`src/rtl/pipe_sequencer_pkg.sv`:
```
`default_nettype none
// ============================================================================
//  Module   : risc_ctrl_pkg
//  Purpose  : Shared definitions for the pipeline run-control block. Holds the
//             opcode constants, the NOP word, the run-state encoding, the
//             forwarding-select codes and the instruction field-slice helpers.
//  Revision : 1.0  initial release
// ============================================================================
package risc_ctrl_pkg;

  // Opcode field, ir[15:14]
  localparam logic [1:0] c_op_nop = 2'b00;
  localparam logic [1:0] c_op_add = 2'b01;
  localparam logic [1:0] c_op_and = 2'b10;
  localparam logic [1:0] c_op_beq = 2'b11;

  // A flushed or bubbled pipe register holds this word
  localparam logic [15:0] c_nop_word = 16'h0000;

  // EX operand source selects; 2'b01 is reserved and never produced
  localparam logic [1:0] c_fwd_regfile = 2'b00;
  localparam logic [1:0] c_fwd_wb      = 2'b10;

  typedef enum logic [1:0] {
    ST_IDLE = 2'b00,
    ST_RUN  = 2'b01,
    ST_HALT = 2'b10,
    ST_STEP = 2'b11
  } run_state_t;

  function automatic logic [1:0] ir_op(input logic [15:0] ir);
    return ir[15:14];
  endfunction

  function automatic logic [2:0] ir_rs(input logic [15:0] ir);
    return ir[13:11];
  endfunction

  function automatic logic [2:0] ir_rt(input logic [15:0] ir);
    return ir[10:8];
  endfunction

  function automatic logic [2:0] ir_dest(input logic [15:0] ir);
    return ir[7:5];
  endfunction

  // ADD and AND write the register file; NOP and BEQ do not
  function automatic logic ir_is_writer(input logic [15:0] ir);
    return (ir[15:14] == c_op_add) || (ir[15:14] == c_op_and);
  endfunction

  function automatic logic ir_is_beq(input logic [15:0] ir);
    return ir[15:14] == c_op_beq;
  endfunction

endpackage
`default_nettype wire

```
`src/rtl/pipe_sequencer_if.sv`:
```
`default_nettype none
// ============================================================================
//  Module   : pipe_sequencer_if
//  Purpose  : Bundles the run-control requests, the in-flight instruction
//             words and the pipe-control outputs of the sequencer.
//  Ports    : slave  - the sequencer (consumes requests/IRs, drives enables)
//             master - the pipeline/controller side driving the requests
//  Revision : 1.0  initial release
// ============================================================================
interface pipe_sequencer_if;

  logic        run_req;
  logic        halt_req;
  logic        step_req;
  logic [15:0] id_ir;
  logic [15:0] ex_ir;
  logic [15:0] wb_ir;
  logic        zero;

  logic        pc_en;
  logic        pc_sel_branch;
  logic        ifid_en;
  logic        ifid_flush;
  logic        idex_en;
  logic        idex_bubble;
  logic        exwb_en;
  logic [1:0]  fwd_a;
  logic [1:0]  fwd_b;
  logic [1:0]  state;
  logic [15:0] retired;

  modport slave (
    input  run_req, halt_req, step_req, id_ir, ex_ir, wb_ir, zero,
    output pc_en, pc_sel_branch, ifid_en, ifid_flush, idex_en, idex_bubble,
           exwb_en, fwd_a, fwd_b, state, retired
  );

  modport master (
    output run_req, halt_req, step_req, id_ir, ex_ir, wb_ir, zero,
    input  pc_en, pc_sel_branch, ifid_en, ifid_flush, idex_en, idex_bubble,
           exwb_en, fwd_a, fwd_b, state, retired
  );

endinterface
`default_nettype wire

```
`src/rtl/pipe_sequencer_hazard_detect.sv`:
```
`default_nettype none
// ============================================================================
//  Module   : hazard_detect
//  Purpose  : Purely combinational hazard logic. Flags a BEQ in decode that
//             needs a register still being produced by ID/EX or EX/WB, flags
//             a taken branch, and derives the EX operand forwarding selects.
//  Ports    : i_id_ir/i_ex_ir/i_wb_ir - in-flight instruction words
//             i_zero                  - ID-stage comparator equal flag
//             o_stall                 - BEQ must wait one cycle
//             o_branch_taken          - BEQ resolves taken (only when no stall)
//             o_fwd_a/o_fwd_b         - EX operand A/B source selects
//  Revision : 1.0  initial release
// ============================================================================
module hazard_detect
  import risc_ctrl_pkg::*;
(
  input  wire logic [15:0] i_id_ir,
  input  wire logic [15:0] i_ex_ir,
  input  wire logic [15:0] i_wb_ir,
  input  wire logic        i_zero,
  output logic             o_stall,
  output logic             o_branch_taken,
  output logic [1:0]       o_fwd_a,
  output logic [1:0]       o_fwd_b
);

  logic w_id_beq;
  logic w_ex_hit;
  logic w_wb_hit;

  assign w_id_beq = ir_is_beq(i_id_ir);

  // BEQ compares in decode, so it cannot use the forwarding path: an ex_ir
  // writer is a hazard, and because the regfile has no write-through a
  // wb_ir writer is one too.
  assign w_ex_hit = ir_is_writer(i_ex_ir) &&
                    ((ir_dest(i_ex_ir) == ir_rs(i_id_ir)) ||
                     (ir_dest(i_ex_ir) == ir_rt(i_id_ir)));
  assign w_wb_hit = ir_is_writer(i_wb_ir) &&
                    ((ir_dest(i_wb_ir) == ir_rs(i_id_ir)) ||
                     (ir_dest(i_wb_ir) == ir_rt(i_id_ir)));

  assign o_stall        = w_id_beq && (w_ex_hit || w_wb_hit);
  assign o_branch_taken = w_id_beq && i_zero && !o_stall;

  assign o_fwd_a = (ir_is_writer(i_wb_ir) && (ir_dest(i_wb_ir) == ir_rs(i_ex_ir)))
                   ? c_fwd_wb : c_fwd_regfile;
  assign o_fwd_b = (ir_is_writer(i_wb_ir) && (ir_dest(i_wb_ir) == ir_rt(i_ex_ir)))
                   ? c_fwd_wb : c_fwd_regfile;

endmodule
`default_nettype wire

```
`src/rtl/pipe_sequencer.sv`:
```
`default_nettype none
// ============================================================================
//  Module   : pipe_sequencer
//  Purpose  : Run-control and hazard sequencer for the three-stage 16-bit
//             pipeline. Owns the IDLE/RUN/HALT/STEP state, the post-branch
//             IF/ID flush counter and the retired-instruction counter, and
//             drives every pipe enable.
//  Ports    : clk   - single clock, rising edge
//             reset - synchronous, active-high
//             bus   - run/halt/step requests, in-flight IRs, zero flag in;
//                     pipe enables, flush/bubble, forwarding selects,
//                     state and retired count out
//  Params   : BRANCH_PENALTY - advancing cycles IF/ID is flushed after a
//                              taken branch, legal range 1..3
//  Revision : 1.0  initial release
// ============================================================================
module pipe_sequencer
  import risc_ctrl_pkg::*;
#(
  parameter int BRANCH_PENALTY = 1
) (
  input  wire logic        clk,
  input  wire logic        reset,
  pipe_sequencer_if.slave  bus
);

  // The taken cycle itself is the first flush cycle, so the counter only
  // covers the remaining BRANCH_PENALTY-1.
  localparam logic [1:0] c_flush_load = 2'(BRANCH_PENALTY - 1);

  run_state_t  r_state;
  run_state_t  w_state_nxt;
  logic [1:0]  r_flush_cnt;
  logic [1:0]  w_flush_cnt_nxt;
  logic [15:0] r_retired;

  logic        w_hz_stall;
  logic        w_hz_taken;
  logic [1:0]  w_hz_fwd_a;
  logic [1:0]  w_hz_fwd_b;

  logic        w_advance;
  logic        w_flushing;
  logic        w_stall;
  logic        w_taken;

  logic        w_pc_en;
  logic        w_pc_sel_branch;
  logic        w_ifid_en;
  logic        w_ifid_flush;
  logic        w_idex_en;
  logic        w_idex_bubble;
  logic        w_exwb_en;

  hazard_detect u_hazard_detect (
    .i_id_ir        (bus.id_ir),
    .i_ex_ir        (bus.ex_ir),
    .i_wb_ir        (bus.wb_ir),
    .i_zero         (bus.zero),
    .o_stall        (w_hz_stall),
    .o_branch_taken (w_hz_taken),
    .o_fwd_a        (w_hz_fwd_a),
    .o_fwd_b        (w_hz_fwd_b)
  );

  // Reset forces a full freeze in the same cycle, before the registers clear
  assign w_advance  = !reset && ((r_state == ST_RUN) || (r_state == ST_STEP));
  // While the flush counter is live, a BEQ in decode is a wrong-path word
  // and is neither stalled on nor resolved.
  assign w_flushing = (r_flush_cnt != 2'd0);
  assign w_stall    = !w_flushing && w_hz_stall;
  assign w_taken    = !w_flushing && w_hz_taken;

  always_ff @(posedge clk) begin
    if (reset) begin
      r_state     <= ST_IDLE;
      r_flush_cnt <= 2'd0;
      r_retired   <= 16'd0;
    end else begin
      r_state     <= w_state_nxt;
      r_flush_cnt <= w_flush_cnt_nxt;
      if (w_advance && (bus.wb_ir != c_nop_word)) begin
        r_retired <= r_retired + 16'd1;
      end
    end
  end

  // Run-state next-state logic
  always_comb begin
    w_state_nxt = r_state;
    case (r_state)
      ST_IDLE: if (bus.run_req)  w_state_nxt = ST_RUN;
      ST_RUN:  if (bus.halt_req) w_state_nxt = ST_HALT;
      ST_HALT: begin
        if (bus.run_req && !bus.halt_req) begin
          w_state_nxt = ST_RUN;
        end else if (bus.step_req) begin
          w_state_nxt = ST_STEP;
        end
      end
      ST_STEP: w_state_nxt = ST_HALT;
      default: w_state_nxt = ST_IDLE;
    endcase
  end

  // Flush counter next-state and pipe-control outputs
  always_comb begin
    w_flush_cnt_nxt = r_flush_cnt;
    w_pc_en         = 1'b0;
    w_pc_sel_branch = 1'b0;
    w_ifid_en       = 1'b0;
    w_ifid_flush    = 1'b0;
    w_idex_en       = 1'b0;
    w_idex_bubble   = 1'b0;
    w_exwb_en       = 1'b0;
    if (w_advance) begin
      w_pc_en   = 1'b1;
      w_ifid_en = 1'b1;
      w_idex_en = 1'b1;
      w_exwb_en = 1'b1;
      if (w_flushing) begin
        w_ifid_flush    = 1'b1;
        w_flush_cnt_nxt = r_flush_cnt - 2'd1;
      end else if (w_stall) begin
        // Hold PC and IF/ID, push a bubble into ID/EX
        w_pc_en       = 1'b0;
        w_ifid_en     = 1'b0;
        w_idex_bubble = 1'b1;
      end else if (w_taken) begin
        w_pc_sel_branch = 1'b1;
        w_ifid_flush    = 1'b1;
        w_flush_cnt_nxt = c_flush_load;
      end
    end
  end

  assign bus.pc_en         = w_pc_en;
  assign bus.pc_sel_branch = w_pc_sel_branch;
  assign bus.ifid_en       = w_ifid_en;
  assign bus.ifid_flush    = w_ifid_flush;
  assign bus.idex_en       = w_idex_en;
  assign bus.idex_bubble   = w_idex_bubble;
  assign bus.exwb_en       = w_exwb_en;
  // Forwarding is live in every run state; only reset masks it
  assign bus.fwd_a         = reset ? c_fwd_regfile : w_hz_fwd_a;
  assign bus.fwd_b         = reset ? c_fwd_regfile : w_hz_fwd_b;
  assign bus.state         = r_state;
  assign bus.retired       = r_retired;

endmodule
`default_nettype wire

```
`src/flat_wrapper.sv`:
```
// flat-port wrapper written by rule: the top's interface ports become plain ports
module pipe_sequencer_flat import risc_ctrl_pkg::*;
#(
  parameter int BRANCH_PENALTY = 1
)
  (clk, reset, bus_run_req, bus_halt_req, bus_step_req, bus_id_ir, bus_ex_ir, bus_wb_ir, bus_zero, bus_pc_en, bus_pc_sel_branch, bus_ifid_en, bus_ifid_flush, bus_idex_en, bus_idex_bubble, bus_exwb_en, bus_fwd_a, bus_fwd_b, bus_state, bus_retired);
  pipe_sequencer_if bus_i ();
  input  wire logic clk;
  input  wire logic reset;
  input wire logic [$bits(bus_i.run_req)-1:0] bus_run_req;
  input wire logic [$bits(bus_i.halt_req)-1:0] bus_halt_req;
  input wire logic [$bits(bus_i.step_req)-1:0] bus_step_req;
  input wire logic [$bits(bus_i.id_ir)-1:0] bus_id_ir;
  input wire logic [$bits(bus_i.ex_ir)-1:0] bus_ex_ir;
  input wire logic [$bits(bus_i.wb_ir)-1:0] bus_wb_ir;
  input wire logic [$bits(bus_i.zero)-1:0] bus_zero;
  output wire logic [$bits(bus_i.pc_en)-1:0] bus_pc_en;
  output wire logic [$bits(bus_i.pc_sel_branch)-1:0] bus_pc_sel_branch;
  output wire logic [$bits(bus_i.ifid_en)-1:0] bus_ifid_en;
  output wire logic [$bits(bus_i.ifid_flush)-1:0] bus_ifid_flush;
  output wire logic [$bits(bus_i.idex_en)-1:0] bus_idex_en;
  output wire logic [$bits(bus_i.idex_bubble)-1:0] bus_idex_bubble;
  output wire logic [$bits(bus_i.exwb_en)-1:0] bus_exwb_en;
  output wire logic [$bits(bus_i.fwd_a)-1:0] bus_fwd_a;
  output wire logic [$bits(bus_i.fwd_b)-1:0] bus_fwd_b;
  output wire logic [$bits(bus_i.state)-1:0] bus_state;
  output wire logic [$bits(bus_i.retired)-1:0] bus_retired;
  assign bus_i.run_req = bus_run_req;
  assign bus_i.halt_req = bus_halt_req;
  assign bus_i.step_req = bus_step_req;
  assign bus_i.id_ir = bus_id_ir;
  assign bus_i.ex_ir = bus_ex_ir;
  assign bus_i.wb_ir = bus_wb_ir;
  assign bus_i.zero = bus_zero;
  assign bus_pc_en = bus_i.pc_en;
  assign bus_pc_sel_branch = bus_i.pc_sel_branch;
  assign bus_ifid_en = bus_i.ifid_en;
  assign bus_ifid_flush = bus_i.ifid_flush;
  assign bus_idex_en = bus_i.idex_en;
  assign bus_idex_bubble = bus_i.idex_bubble;
  assign bus_exwb_en = bus_i.exwb_en;
  assign bus_fwd_a = bus_i.fwd_a;
  assign bus_fwd_b = bus_i.fwd_b;
  assign bus_state = bus_i.state;
  assign bus_retired = bus_i.retired;
  pipe_sequencer #(.BRANCH_PENALTY(BRANCH_PENALTY)) u_core (.clk(clk), .reset(reset), .bus(bus_i));
endmodule
```
`config.mk`:
```
export PLATFORM = sky130hd
export DESIGN_NAME = pipe_sequencer_flat
export DESIGN_NICKNAME = d
export VERILOG_FILES = /design/src/rtl/pipe_sequencer_pkg.sv /design/src/rtl/pipe_sequencer_if.sv /design/src/rtl/pipe_sequencer_hazard_detect.sv /design/src/rtl/pipe_sequencer.sv /design/src/flat_wrapper.sv
export SDC_FILE = /design/constraint.sdc
export NUM_CORES = 1
export LEC_CHECK = 0
export CAP_MARGIN = 20
export CORE_ASPECT_RATIO = 1.75
export CORE_MARGIN = 10
export CORE_UTILIZATION = 33
export CTS_CLUSTER_DIAMETER = 40
export CTS_CLUSTER_SIZE = 12
export DETAILED_ROUTE_END_ITERATION = 8
export HOLD_SLACK_MARGIN = 0.05
export PLACE_DENSITY_LB_ADDON = 0.12
export SETUP_SLACK_MARGIN = 0.4
export SLEW_MARGIN = 0
export SYNTH_ARGS = -nofsm -noshare
export SYNTH_HDL_FRONTEND = slang
export SYNTH_HIERARCHICAL = 1
export SYNTH_SLANG_ARGS = --single-unit
```
`constraint.sdc`:
```
create_clock -name clk -period 1.63 [get_ports clk]
set_input_delay 0.2445 -clock clk [delete_from_list [all_inputs] [get_ports clk]]
set_output_delay 0.2445 -clock clk [all_outputs]
set_load 0.005 [all_outputs]
```
* Yosys cells after proc, flatten, opt, wreduce, memory -nomap -nowiden
Index checks and enable logic that the tools add are counted.
** Word-level totals
- Register bits :: 20
- Input port bits :: 54
- Word-level logic and storage cells :: 76
- Output and inout bits :: 29
** Cells by class
- Reduce and logical (&&, ||, !) cells :: 28
- Add/sub/neg operators :: 2
- Muxes and demuxes :: 25
- Equality and inequality tests :: 18
** Operators by type and width (number)
- $mux 2 :: 11
- $eq 3x3->1 :: 6
- $add 16x1->16 const B :: 1
- $reduce_bool 16->1 :: 1
- $mux 1 :: 13
- $logic_and 1x1->1 :: 12
- $eq 2x2->1 const B :: 5
- $pmux 2 s4 :: 1
- $eq 2x1->1 const B :: 3
- $logic_or 1x1->1 :: 6
- $reduce_and 3->1 :: 2
- $logic_not 1->1 :: 4
- $ne 2x2->1 const B :: 2
- $reduce_bool 2->1 :: 2
- $ne 3x2->1 const B :: 1
- $logic_not 2->1 :: 1
- $ne 2x1->1 const B :: 1
- $sub 2x1->2 const B :: 1

* Depth between registers and ports, before layout
- Word-level depth :: 12
- Depth in mapped cells :: 7
- Mapped depth without buffers :: 6

* By module
Netlist, hierarchy kept.
** Modules (own cells, without submodules)
- pipe_sequencer :: sequential area each 400.4 sq um, instances 1, area each 1042.2 sq um, cells each 126
- hazard_detect :: sequential area each 0.0 sq um, instances 1, area each 261.5 sq um, cells each 34

* Worst setup path after synthesis
No wires, ideal clock.
- Path type :: reg-to-reg
- Start point :: register u_core.r_state[0], in the netlist u_core/bus.state[0]
- End point :: register u_core.r_retired[13], in the netlist u_core/bus.retired[13]
- Stages on the path, launching flop included :: 6
- Path slack :: -0.006 ns
- Clock period less this slack :: 1.636 ns
- Path buffers :: 1
- Data arrival time :: 1.515 ns
- Library setup time :: 0.121 ns
- Required time :: 1.509 ns
- Cells stage by stage :: dfxtp_1 nand2b_4 a41o_1 buf_6 nor4_1 mux2_2
** Between the ends
- Word-level cells in the longest chain between the ends :: 4
- Elaborated cells between the ends (all ways) :: 5
- Classes of those cells :: 2 x eq/ne; 3 x reduce/logical
** RTL lines
- start, declared :: line pipe_sequencer.sv:31 : run_state_t r_state;
- start signal, assigned :: line pipe_sequencer.sv:80 : r_state <= w_state_nxt;
- $eq 2x1->1 / $eq 2x2->1 (equally long branches) :: line pipe_sequencer.sv:67 : assign w_advance = !reset && ((r_state == ST_RUN) || (r_state == ST_STEP));
- $logic_or 1x1->1 * :: line pipe_sequencer.sv:67
- $logic_and 1x1->1 * :: line pipe_sequencer.sv:67
- $logic_and 1x1->1 * :: line pipe_sequencer.sv:82 : if (w_advance && (bus.wb_ir != c_nop_word)) begin
- end signal, assigned :: line pipe_sequencer.sv:83 : r_retired <= r_retired + 16'd1;
- end, declared :: line pipe_sequencer.sv:35 : logic [15:0] r_retired;
Every way passes the cells marked *; elsewhere a longest branch is shown, timed or not.
A chain may end at the register's enable or synchronous reset.

* Worst setup path in the final report
- Start point :: input port bus_wb_ir[15]
- End point :: output port bus_pc_sel_branch
** Between the ends
- Word-level cells in the longest chain between the ends :: 12
- Elaborated cells between the ends (all ways) :: 14
- Classes of those cells :: 2 x eq/ne; 4 x mux; 8 x reduce/logical
** RTL lines
- start, declared :: line flat_wrapper.sv:15 : input wire logic [$bits(bus_i.wb_ir)-1:0] bus_wb_ir;
- $eq 2x1->1 / $eq 2x2->1 (equally long branches) :: line pipe_sequencer_pkg.sv:49 : return (ir[15:14] == c_op_add) || (ir[15:14] == c_op_and);
- $logic_or 1x1->1 * :: line pipe_sequencer_pkg.sv:49
- $logic_and 1x1->1 * :: line pipe_sequencer_hazard_detect.sv:39 : assign w_wb_hit = ir_is_writer(i_wb_ir) &&
- $logic_or 1x1->1 * :: line pipe_sequencer_hazard_detect.sv:43 : assign o_stall = w_id_beq && (w_ex_hit || w_wb_hit);
- $logic_and 1x1->1 * :: line pipe_sequencer_hazard_detect.sv:43
- $logic_not 1->1 * :: line pipe_sequencer_hazard_detect.sv:44 : assign o_branch_taken = w_id_beq && i_zero && !o_stall;
- $logic_and 1x1->1 * :: line pipe_sequencer_hazard_detect.sv:44
- net u_core.w_hz_taken :: line pipe_sequencer.sv:38 : logic w_hz_taken;
- $logic_and 1x1->1 * :: line pipe_sequencer.sv:72 : assign w_taken = !w_flushing && w_hz_taken;
- $mux 1 * :: line pipe_sequencer.sv:129 : end else if (w_taken) begin
- $mux 1 * :: line pipe_sequencer.sv:124 : end else if (w_stall) begin
- $mux 1 * :: line pipe_sequencer.sv:121 : if (w_flushing) begin
- $mux 1 * :: line pipe_sequencer.sv:116 : if (w_advance) begin
- end, declared :: line flat_wrapper.sv:18 : output wire logic [$bits(bus_i.pc_sel_branch)-1:0] bus_pc_sel_branch;
Mark *: on every way through the listed nets, which the timed path passes. The rest lies on a longest branch.

==> results.sh <==
export IMPL_status="finished, violations left"
export IMPL_violations="negative setup slack"
export IMPL_syn_to_final_growth_pct=98.85
export IMPL_die_w_um=67.52
export IMPL_skew_ps=4.481
export IMPL_worstPathRequired_ps=1390
export IMPL_met1_length_mm=1.770
export IMPL_rsz0062_at_grt="true"
export IMPL_nFillCells=324
export IMPL_crit_path_cell_trace="buf_8 > xnor2_4 > nor4_2 > nor2_1 > and4bb_1 > nand2b_4 > buf_6 > nor4_4 > buf_2"
export IMPL_seq_area_sq_um=424.2
export IMPL_antenna_found_initial=0
export IMPL_final_antenna_net_count=0
export IMPL_maxCapViolCount=0
export IMPL_pwr_density_cell_nw_per_um2=474.9
export IMPL_firstDrtPassIters=4
export IMPL_cts_sinks=20
export IMPL_drt_wl_total_mm=5.216
export IMPL_hold_viol_final=0
export IMPL_stdcell_area_sq_um=2592
export IMPL_synth_cell_types=32
export IMPL_tritoncts="done"
export IMPL_grt_pass1_wl_mm=7.203
export IMPL_cts_max_level=1
export IMPL_layout_min_cycle_time_ps=1856
export IMPL_hpwl_mm=3.628
export IMPL_report_final_slew_viol_count=0
export IMPL_gp_congestion=0.7478
export IMPL_critPathKind="in -> out"
export IMPL_core_rowCount=30
export IMPL_cp_arrival_ps=1610
export IMPL_clk_path_buf_depth=2
export IMPL_p_leak_nw=1.087
export IMPL_drive_gt1_share_pct=50.39
export IMPL_vias=1620
export IMPL_final_util_pct=67.05
export IMPL_ys_ff_latch=20
export IMPL_wl_met2_mm=2.883
export IMPL_dpl_cell_count=285
export IMPL_hold_slack_ps=502.9
export IMPL_synth_area_sq_um=1304
export IMPL_fin_ws_ps=-225.7
export IMPL_pre_cts_slack_ps=-953.6
export IMPL_nNetsFinal=313
export IMPL_clock_root_buffer="clkbuf_8"
export IMPL_drt_initial_drc_count=41
export IMPL_wl_met3_um=424
export IMPL_grt_pass1_vias=1604
export IMPL_die_y_um=103.2
export IMPL_worstSkewPairLatency_ps=250
export IMPL_avgRoutedWirePerCell_um=17.16
export IMPL_top_layer="met4"
export IMPL_finalSetupViolCount=5
export IMPL_yosysWarningCount=6
export IMPL_crit_path_top_delay_cell="and4bb_1"
export IMPL_antenna_cells=0
export IMPL_clkSlewWorstSetupHoldPaths_ps=70
export IMPL_die_area_sq_um=6964
export IMPL_multiInputGateArea_sq_um=1119
export IMPL_placed_area_sq_um=2142
export IMPL_track_usage_pct=13.04
export IMPL_regToRegSetupSlack_ps=60
export IMPL_numCtsBuffers=3
export IMPL_initial_core_util_pct=33.72
export IMPL_stdcell_count=304
export IMPL_max_freq_mhz=538.9
export IMPL_ir_drop_mv=0.3172
export IMPL_pin_count=83
export IMPL_grt_ovfl_total=0
export IMPL_seq_area_frac_synth_pct=30.71
export IMPL_hold_class="reg -> reg"
export IMPL_critical_path_endpoint_type="output pin"
export IMPL_postSynthCellCount=160
export IMPL_crit_path_start_kind="input pin"
export IMPL_period_share_pct=113.8
export IMPL_critPathMaxFanout=3
export IMPL_core_area_sq_um=3866
export IMPL_grt_max_degree=26
export IMPL_port_buffers=67
export IMPL_drc=0
export IMPL_vias_per_cell=5.329
export IMPL_critical_path_max_stage_delay_ps=300
export IMPL_synth_area_per_cell_sq_um=8.148
-- cells in the final DEF, fill, tap and decap left out, types with 4 or more instances in the layout --
cell type	n
dlygate4sd2_1	24
buf_6	23
buf_4	18
buf_2	14
dfxtp_2	13
a21oi_1	9
a21oi_2	9
xor2_2	8
clkdlybuf4s15_1	7
nor2_1	7
o31ai_1	7
nor2b_1	6
nand2_1	6
xor2_1	6
inv_1	5
nor4_2	5
o21ai_0	5
or4_4	5
nand3_1	5
dfxtp_1	5
clkbuf_2	4
clkdlybuf4s50_1	4
nand4_1	4
xnor2_1	4
-- worst paths after layout --
kind | startpoint | end | cells past startpoint
worst max register to register | u_core/bus.state[0]$_SDFFE_PP0P_ | u_core/bus.retired[13]$_SDFFE_PP0P_ | 5
worst min-delay path | u_core/bus.retired[15]$_SDFFE_PP0P_ | u_core/bus.retired[15]$_SDFFE_PP0P_ | 2
worst min register to register | u_core/bus.retired[15]$_SDFFE_PP0P_ | u_core/bus.retired[15]$_SDFFE_PP0P_ | 2
worst max-delay path | bus_wb_ir[15] | bus_pc_sel_branch | 9
-- area by class of cell --
class	count	area share [%]
repair buffers	102	35.62
multi-input cells	125	43.15
well taps	48	2.317
flip-flops and latches	20	16.36
inverters	6	0.9652
clock buffers	3	1.593
-- routing by layer --
layer / up-vias / global-route usage [%]
li1: 768 / -
met1: 773 / 11.87
met2: 67 / 24.47
met3: 12 / 5.441
met4: 0 / 4.603
met5: - / 0
-- state kept, by name, indices dropped and copies added (netlist names) --
| register | flops |
|---|---|
| u_core/r_flush_cnt | 2 |
| u_core/bus.retired | 16 |
| u_core/bus.state | 2 |
-- cell families after synthesis --
family	share of synthesized area [%]
other cells	0.2876
buf+inv	6.909
compound gates	16.70
fa+ha+maj	0.9595
flops	30.71
mux	0.8637
simple gates	29.46
xor+xnor	14.11
-- worst max-delay path: cells and delay by family --
| kind | cells | cell delay, ps |
|---|---|---|
| xor gates and xnor gates | 1 | 200 |
| buffers and inverters | 3 | 370 |
| and+or+nand+nor | 5 | 790 |
-- power breakdown --
group          switching (mW)  leakage, nW  internal [mW]  total (mW)
logic                   0.177        0.896          0.239       0.416
clock network           0.146       0.0216          0.164       0.310
registers             0.00844        0.169          0.497       0.505
-- synthesized netlist by cell type --
| cell | count | area share [%] |
|---|---|---|
| and4bb_1 | 1 | 0.96 |
| buf_6 | 2 | 1.7 |
| and3_1 | 2 | 0.96 |
| o31ai_1 | 8 | 4.6 |
| xnor2_1 | 7 | 4.7 |
| nor4_1 | 10 | 4.8 |
| o21ai_0 | 7 | 2.7 |
| nand3_1 | 7 | 2.7 |
| xor2_1 | 14 | 9.4 |
| or4_1 | 8 | 4.6 |
| nor2_1 | 7 | 2.0 |
| a211oi_1 | 1 | 0.58 |
| buf_4 | 4 | 2.3 |
| nand2b_1 | 1 | 0.48 |
| a21oi_1 | 18 | 6.9 |
| o22a_1 | 1 | 0.67 |
| mux2_2 | 1 | 0.86 |
| nand2_1 | 6 | 1.7 |
| nand4_1 | 4 | 1.9 |
| dfxtp_1 | 20 | 31 |
| or3_1 | 5 | 2.4 |
| ha_1 | 1 | 0.96 |
| nand2b_4 | 1 | 1.1 |
| a31oi_1 | 1 | 0.48 |
| clkbuf_1 | 4 | 1.2 |
| a41o_1 | 1 | 0.77 |
| nor3b_1 | 1 | 0.58 |
| inv_1 | 6 | 1.7 |
| nand3b_1 | 1 | 0.58 |
| conb_1 | 1 | 0.29 |
| and4_1 | 2 | 1.3 |
| nor2b_1 | 7 | 3.4 |
-- per-stage QoR --
stage	setup TNS (ps)	power, mW
after floorplan	0	0.6465
after global placement	-12210	0.8251
after detailed placement	-13430	0.8364
after CTS	-554.0	1.151
after global routing	-915.8	1.293
final	-728.1	1.231
-- timing repair --
item | in CTS | in global routing
pin swaps | 28 | 27
buffers inserted | 7 | 8
endpoints found under the hold margin | 0 | 0
gates cloned | 0 | 1
endpoints found under the setup margin | 43 | 30
resized for setup | 177 | 74
hold buffers | 0 | 0
Note: power is estimated with default switching activity, not from simulation.
